<file path="config.mk">
export PLATFORM = sky130hd
export DESIGN_NAME = flag_cross_scheduler
export DESIGN_NICKNAME = d
export VERILOG_FILES = /design/src/rtl/flag_cross_scheduler.sv
export SDC_FILE = /design/constraint.sdc
export NUM_CORES = 1
export LEC_CHECK = 0
export CORE_MARGIN = 3
export CORE_UTILIZATION = 49
export CTS_CLUSTER_SIZE = 40
export DETAILED_ROUTE_END_ITERATION = 8
export PLACE_DENSITY = 0.8
export SLEW_MARGIN = 20
export SYNTH_ARGS = -nofsm -noshare
export SYNTH_HDL_FRONTEND = slang
export SYNTH_SLANG_ARGS = --single-unit
export TNS_END_PERCENT = 30
</file>
<file path="constraint.sdc">
create_clock -name clkB -period 1.75 [get_ports clkB]
set_input_delay 0.35 -clock clkB [delete_from_list [all_inputs] [get_ports clkB]]
set_output_delay 0.35 -clock clkB [all_outputs]
set_load 0.01 [all_outputs]
</file>
<file path="src/rtl/flag_cross_scheduler.sv">
`timescale 1ns/1ps
`default_nettype none
// ============================================================================
// Module   : flag_cross_scheduler
// Purpose  : Receive-side scheduler for toggle-encoded event flags entering
//            the clkB domain. Each channel's toggle is synchronized, edge
//            detected and latched as pending; pending events are offered one
//            at a time to a single consumer using round-robin arbitration.
//            Each consumed event is acknowledged by flipping that channel's
//            ack toggle.
// Ports    : clkB          - clock for every flop in the block
//            rstB_n        - async-assert, active-low reset
//            req_tgl_clkA  - [N_CH] per-channel event toggles (asynchronous)
//            evt_valid     - event offered to the consumer
//            evt_ch        - [CH_W] channel of the offered event
//            evt_ready     - consumer accepts (handshake on valid & ready)
//            ack_tgl_clkB  - [N_CH] toggles once per consumed event
//            pending_clkB  - [N_CH] per-channel pending bits
//            overrun_clkB  - [N_CH] sticky protocol-violation flags
// Revision : 1.0 - initial release
// ============================================================================
module flag_cross_scheduler #(
  parameter int N_CH        = 4,
  parameter int SYNC_STAGES = 2,
  parameter int CH_W        = $clog2(N_CH)
) (
  input  logic            clkB,
  input  logic            rstB_n,
  input  logic [N_CH-1:0] req_tgl_clkA,
  output logic            evt_valid,
  output logic [CH_W-1:0] evt_ch,
  input  logic            evt_ready,
  output logic [N_CH-1:0] ack_tgl_clkB,
  output logic [N_CH-1:0] pending_clkB,
  output logic [N_CH-1:0] overrun_clkB
);

  typedef enum logic {
    S_IDLE  = 1'b0,
    S_OFFER = 1'b1
  } state_t;

  // Synchronizer chain: index 0 samples the asynchronous input.
  logic [SYNC_STAGES-1:0][N_CH-1:0] sync_q;
  logic [N_CH-1:0]                  hist_q;
  logic [N_CH-1:0]                  pending_q, pending_d;
  logic [N_CH-1:0]                  overrun_q, overrun_d;
  logic [N_CH-1:0]                  ack_q;
  logic [N_CH-1:0]                  evt_edge;
  logic [N_CH-1:0]                  hs_vec;
  logic                             hs;
  state_t                           state_q;
  logic                             evt_valid_q;
  logic [CH_W-1:0]                  evt_ch_q;
  logic [CH_W-1:0]                  last_grant_q;
  logic [CH_W-1:0]                  cand;
  logic [CH_W-1:0]                  next_ch;
  logic                             found;

  always_ff @(posedge clkB or negedge rstB_n) begin
    if (!rstB_n) begin
      sync_q <= '0;
      hist_q <= '0;
    end else begin
      sync_q <= {sync_q[SYNC_STAGES-2:0], req_tgl_clkA};
      hist_q <= sync_q[SYNC_STAGES-1];
    end
  end

  assign evt_edge = sync_q[SYNC_STAGES-1] ^ hist_q;
  assign hs       = evt_valid_q & evt_ready;

  always_comb begin
    hs_vec = '0;
    if (hs) hs_vec[evt_ch_q] = 1'b1;
  end

  // A fresh edge re-sets pending even when the same channel is being
  // consumed this cycle, so a toggle arriving right at the ack is kept.
  assign pending_d = (pending_q & ~hs_vec) | evt_edge;
  assign overrun_d = overrun_q | (evt_edge & pending_q & ~hs_vec);

  // Round-robin search starting just after the last granted channel.
  always_comb begin
    found   = 1'b0;
    next_ch = '0;
    cand    = '0;
    for (int k = 1; k <= N_CH; k++) begin
      cand = CH_W'((int'(last_grant_q) + k) % N_CH);
      if (!found && pending_q[cand]) begin
        found   = 1'b1;
        next_ch = cand;
      end
    end
  end

  always_ff @(posedge clkB or negedge rstB_n) begin
    if (!rstB_n) begin
      state_q      <= S_IDLE;
      evt_valid_q  <= 1'b0;
      evt_ch_q     <= '0;
      ack_q        <= '0;
      last_grant_q <= CH_W'(N_CH - 1);
      pending_q    <= '0;
      overrun_q    <= '0;
    end else begin
      pending_q <= pending_d;
      overrun_q <= overrun_d;
      case (state_q)
        S_IDLE: begin
          if (found) begin
            evt_ch_q    <= next_ch;
            evt_valid_q <= 1'b1;
            state_q     <= S_OFFER;
          end
        end
        S_OFFER: begin
          if (evt_ready) begin
            ack_q[evt_ch_q] <= ~ack_q[evt_ch_q];
            last_grant_q    <= evt_ch_q;
            evt_valid_q     <= 1'b0;
            state_q         <= S_IDLE;
          end
        end
        default: begin
          evt_valid_q <= 1'b0;
          state_q     <= S_IDLE;
        end
      endcase
    end
  end

  assign evt_valid    = evt_valid_q;
  assign evt_ch       = evt_ch_q;
  assign ack_tgl_clkB = ack_q;
  assign pending_clkB = pending_q;
  assign overrun_clkB = overrun_q;

endmodule
`default_nettype wire

</file>
-- Word-level counts from Yosys, hierarchy flattened
Cells that the tools add are included.
- flip-flop bits (word level): 30
- bits of input ports: 7
- output and inout port bits: 15
- word-level logic and storage cells: 70
- equality and inequality tests: 2
- order comparisons: 6
- muxes and demuxes: 28
- reductions and logical operators: 10
- bitwise gates (word level): 10
- $add $sub $neg: 4
- operator list (cell ; number):
    2-bit by 3-bit < comparator with 1-bit output, second input constant ; 5
    1-bit two-way mux ; 14
    4-bit AND ; 3
    1-bit binary-select mux with 2-bit select ; 5
    2-bit two-way mux ; 4
    4-bit bitwise OR ; 2
    2-bit AND reduction ; 3
    2-bit by 1-bit adder with 2-bit output, second input constant ; 2
    2-bit adder, second input constant ; 2
    4-bit bitwise mux ; 1
    1-bit logical AND ; 4
    4-bit two-way mux ; 1
    2-bit != test, second input constant ; 2
    4-bit inverter ; 1
    1-bit case mux with 2 select lines ; 2
    4-bit XOR ; 1
    1-bit logical NOT ; 3
    1-bit demux with 2-bit select ; 1
    2-bit by 1-bit >= comparator with 1-bit output, second input constant ; 1
    1-bit inverter ; 2
    1-bit AND ; 1

-- Longest topological paths before layout
- depth in word-level cells: 15
- gate-level depth with buffers: 4

-- Least setup slack after synthesis
No wires, ideal clock.
- path type: register to register
- start point: register pending_q[1], in the netlist pending_clkB[1]
- end point: register evt_ch_q[0], in the netlist evt_ch[0]
- stages on the path, launching flop included: 4
- path slack: 0.455 ns
- data arrival time: 1.170 ns
- path through: dfrtp_1 nor4_1 nor2_1 mux2_2
- cells in the longest elaborated chain, start to end: 13
- ends and longest elaborated chain (item ; line ; source):
    start: declaration ; 46 ; logic [N_CH-1:0] pending_q, pending_d;
    start signal: assignment ; 107 ; pending_q <= pending_d;
    1-bit binary-select mux with 2-bit select ; 90 ; if (!found && pending_q[cand]) begin
    1-bit two-way mux (implied by the code) ; 90 ;
    1-bit two-way mux ; 90 ;
    1-bit logical NOT ; 90 ;
    1-bit logical AND ; 90 ;
    1-bit two-way mux ; 90 ;
    1-bit logical NOT ; 90 ;
    1-bit logical AND ; 90 ;
    1-bit two-way mux ; 90 ;
    1-bit logical NOT ; 90 ;
    1-bit logical AND ; 90 ;
    1-bit two-way mux ; 90 ;
    2-bit AND reduction (no source line) ; n/a ;
    end signal: assignment ; 112 ; evt_ch_q <= next_ch;
    end: declaration ; 54 ; logic [CH_W-1:0] evt_ch_q;
Parallel ways exist; a longest one is shown, timed or not. The select of a mux whose other input is x is not followed.
A chain may end at the register's enable or synchronous reset.

-- Worst setup path in the final report
- start point: register pending_q[3], in the netlist pending_clkB[3]
- end point: output port pending_clkB[3]
- RTL lines (item ; line ; source):
    end: declaration ; 34 ; output logic [N_CH-1:0] pending_clkB,
No word-level cell between the ends.

==> run summary <==
When the netlist entered floorplanning its net count stood at 95. The portion of the post-synthesis area used by sequential elements came out at 0.680. No sink is reached through more buffers than the 2 on the longest clock path. Dividing the detail-routed via count by the number of cells gives 5.27. In this run the cell area of the synthesized design comes to 1110 um^2. The flow ran to the end, and the final reports show no timing, DRC or antenna violations.

Arrival time of the worst setup path: 1.32 ns. The global-route usage over all layers is 0.175. The chip height was 53.5 um; the layout overhead on the synthesized area was 27.8%. 22 I/O pins were placed. After clock tree synthesis, the clock-pin slew on the worst setup and hold paths is 0.09 ns.

At the later pin of the worst-skew pair, clock insertion delay measures 0.31 ns. After synthesis, the netlist uses 26 different library cells. Traced cell by cell, the critical path runs through clkdlybuf4s50_1.

For this block, the initial DRC count from the detailed router was 10. The initial antenna violation count was 0. The tools report the detailed-route via count as 753. The logs give 1.32 mW for the cell-internal power and 0 for the final-report max-slew violation count.

The tools report the first-pass GRT wire length as 3370 um. The dominant delay contributor by cell family on the critical path is buffers and inverters. Summed over all layers, the routed wires come to 2070 um. CTS built an H-tree with a depth of 2. The worst-case IR drop observed on VDD is 0.000968 V.

The worst hold path was traced through 0 stages. The adder and majority cell fraction of the synthesized area was 0; the DRC violation count after routing was 0. The total CTS buffers is 5, and the maximum net fanout on the critical path is 6.

The count of buffers added on input and output ports is 21. The area share of xor/xnor cells in the synthesized design came out at 0.0633. The tools report the final weighted congestion in routability-driven placement as 0.775.

Entering global routing, the biggest net connects 31 pins. The number of antenna diodes in the final layout is 0. At the pin with the least slew margin, the transition time is 0.424 ns.

The fraction of power consumed by sequential logic is 0.519. For the post-synthesis instance total, the log shows 88. The headroom to the max-slew limit was 0.715. The tree is rooted in a sky130_fd_sc_hd__clkbuf_4. The flip-flop and latch count after synthesis was 30. Detailed placement finished with a half-perimeter wire length of 1460 um. Dividing the detail-routed wire length by the instance count gives 14.5 um. The hold violation count in the final report was 0; the mean instance size in the synthesized netlist was 12.6 um^2. Fraction of synthesized cell area taken by the top area cell type: 0.633. The run gives 600 uW as the net switching power.

Combinational fraction of design power: 0.281. The simple-gate share of the synthesized area is 0.125. Max-cap violations in this run came to 0.

Of all cell types, the one taking the most synthesized area is sky130_fd_sc_hd__dfrtp_1. For the number of placed instances, taps included, the log shows 137. The multiplexer share of the synthesized area works out to 0.0192. The number of logic stages on the critical path including buffering is 1.

TritonCTS built the clock tree. By area, the combinational part of the netlist is dominated by simple AND/OR/NAND/NOR gates. The floorplan step defined a die boundary enclosing 2870 um^2. The critical path class is flip-flop to output pin.

Post-CTS timing repair inserted 0 buffers for setup. For the final database, setup skew stands at 0.00812 ns. Once detail routing completed, the nets flagged for antenna violations numbered 0.

The maximum frequency from static timing analysis is 0.598 GHz, and the peak per-stage delay on the critical path is 0.57 ns. Yosys printed 0 warnings. The number of global-route vias before repair came out at 739. The worst setup path is launched from a flip-flop. For this run, the detailed router's first-pass iteration total came to 5.

The clock sink count was 30; the area of all sequential standard cells was 758 um^2. The share of layout cells above drive strength 1 was 0.129. The x dimension of the die is 53.5 um, and the footprint of the multi-input gates is 347 um^2. The tools report the sum of negative setup slack as 0 ns.

The areal power density over the cells was 1360 nW/um^2; the net count reported at finish was 124. Measured in cells, the most critical reg-to-reg path has a length of 3. The filler cells instantiated in the layout total 160. For the final global-route overflow total, the log shows 0. The non-filler instance count after layout is 143. The starting utilization of the core area was 0.542; the post-route minimum period was 1.67 ns. Compound-gate portion of the synthesized area: 0.105. The min-delay analysis places its worst path in the category flip-flop to flip-flop.

Placeable core region: 2040 um^2. The proportion of total power due to net switching was 0.312; the data required time at the worst endpoint was 1.40 ns. The setup slack after layout is 0.0775 ns, and the number of buffer and inverter instances along the worst setup path is 1. The count of endpoints failing setup in the final report is 0. For this design the static power due to leakage is 0.586 nW. In the post-synthesis netlist, the biggest area contributors are sky130_fd_sc_hd__dfrtp_1, sky130_fd_sc_hd__dfstp_2, sky130_fd_sc_hd__xnor2_1. The share of the clock period used by the worst path after layout was 0.956; the standard-cell row count was 16.

STA classifies the critical path endpoint as an output pin. The cell with the largest stage delay on the worst path is sky130_fd_sc_hd__clkdlybuf4s50_1. Setup repair after global routing left no endpoint under its margin. The logs give 0.199 for the power share of the clock group and 0.150 ns for the post-placement setup slack.
## Yosys cell counts
cell	number
sky130_fd_sc_hd__nand2b_1	2
sky130_fd_sc_hd__xor2_1	3
sky130_fd_sc_hd__a221oi_1	1
sky130_fd_sc_hd__xnor2_1	5
sky130_fd_sc_hd__nand4_1	1
sky130_fd_sc_hd__a21oi_1	3
sky130_fd_sc_hd__inv_1	2
sky130_fd_sc_hd__dfrtp_1	28
sky130_fd_sc_hd__or2_2	1
sky130_fd_sc_hd__nor3b_1	1
sky130_fd_sc_hd__o221ai_1	1
sky130_fd_sc_hd__nand3_1	3
sky130_fd_sc_hd__o22ai_1	1
sky130_fd_sc_hd__o21bai_1	4
sky130_fd_sc_hd__or3b_1	1
sky130_fd_sc_hd__nand2_1	11
sky130_fd_sc_hd__o21ai_0	5
sky130_fd_sc_hd__nor2_1	3
sky130_fd_sc_hd__mux2i_1	1
sky130_fd_sc_hd__nor3_1	1
sky130_fd_sc_hd__a21o_1	1
sky130_fd_sc_hd__nor4_1	1
sky130_fd_sc_hd__o31ai_1	2
sky130_fd_sc_hd__dfstp_2	2
sky130_fd_sc_hd__mux2_2	1
sky130_fd_sc_hd__nor2b_1	3
## cell families (layout without fill, tap and decap cells)
group,after synthesis,count (layout)
flip-flops,30,30
buffers and inverters,2,30
XOR/XNOR,8,8
multiplexers,2,2
AND/OR/NAND/NOR,28,28
AO/OA/AOI/OAI,18,18
## area by class of cell
class	instances	area share
Tap cell	27	0.0239
Inverter	2	0.00531
Sequential cell	30	0.536
Clock buffer	6	0.0363
Multi-Input combinational cell	56	0.245
Timing Repair Buffer	22	0.154
## per-layer routing
metal  vias up  GRT usage  share of wire
li1        362          -              -
met1       365      0.215           0.44
met2        24      0.257           0.50
met3         2     0.0859          0.051
met4         0     0.0851         0.0063
met5         -          0              0
## worst paths after layout
| kind | startpoint | endpoint | slack, ns |
|---|---|---|---|
| worst max-delay path | pending_clkB[3]$_DFF_PN0_ | pending_clkB[3] | 0.08 |
| worst min-delay path | sync_q[3]$_DFF_PN0_ | sync_q[7]$_DFF_PN0_ | 0.36 |
| worst max register to register | pending_clkB[1]$_DFF_PN0_ | evt_ch[0]$_DFFE_PN0P_ | 0.25 |
| worst min register to register | sync_q[3]$_DFF_PN0_ | sync_q[7]$_DFF_PN0_ | 0.36 |
| max in group asynchronous | rstB_n | last_grant_q[1]$_DFFE_PN1N_ | 1.03 |
| min in group asynchronous | rstB_n | ack_tgl_clkB[3]$_DFFE_PN0P_ | 0.42 |
## power by group through the flow
| stage | clock network [mW] | logic, mW | registers (mW) |
|---|---|---|---|
| 6_report | 0.384 | 0.542 | 0.999 |
| 5_1_grt | 0.430 | 0.589 | 1.02 |
| 4_1_cts | 0.400 | 0.548 | 0.990 |
| 3_5_place_dp | 0 | 0.543 | 1.00 |
| 3_3_place_gp | 0 | 0.521 | 0.998 |
| 2_1_floorplan | 0 | 0.236 | 1.01 |
## per-stage QoR
step,hold WS (ns),util,instance area [um^2],power [mW]
after floorplan,0.0544,-,1110,1.25
after CTS,0.359,0.691,1410,1.94
after global routing,0.370,0.693,1420,2.04
final,0.355,0.693,1420,1.92
after global placement,0.334,0.665,1360,1.52
after detailed placement,0.340,0.665,1360,1.54
## layout by cell type (no fill, tap or decap), drive strengths merged, types with 3 or more instances in the layout
cell | Yosys | final
xnor2 | 5 | 5
nand2 | 11 | 11
xor2 | 3 | 3
a21oi | 3 | 3
dfrtp | 28 | 28
nand3 | 3 | 3
o21ai | 5 | 5
nor2b | 3 | 3
nor2 | 3 | 3
clkbuf | 0 | 6
o21bai | 4 | 4
clkdlybuf4s50 | 0 | 21
## sequential cells by signal, indices dropped and copies added, names as in the netlist
signal	flops
hist_q	4
last_grant_q	2
pending_clkB	4
overrun_clkB	4
evt_valid	1
ack_tgl_clkB	4
state_q	1
evt_ch	2
sync_q	8
## repair_timing
item / in CTS / in global routing
resized for setup: 1 / 3
hold buffers: 0 / 0
setup endpoints to repair: 1 / 3
cloned: 0 / 0
Power figures use the tool's default switching activity.
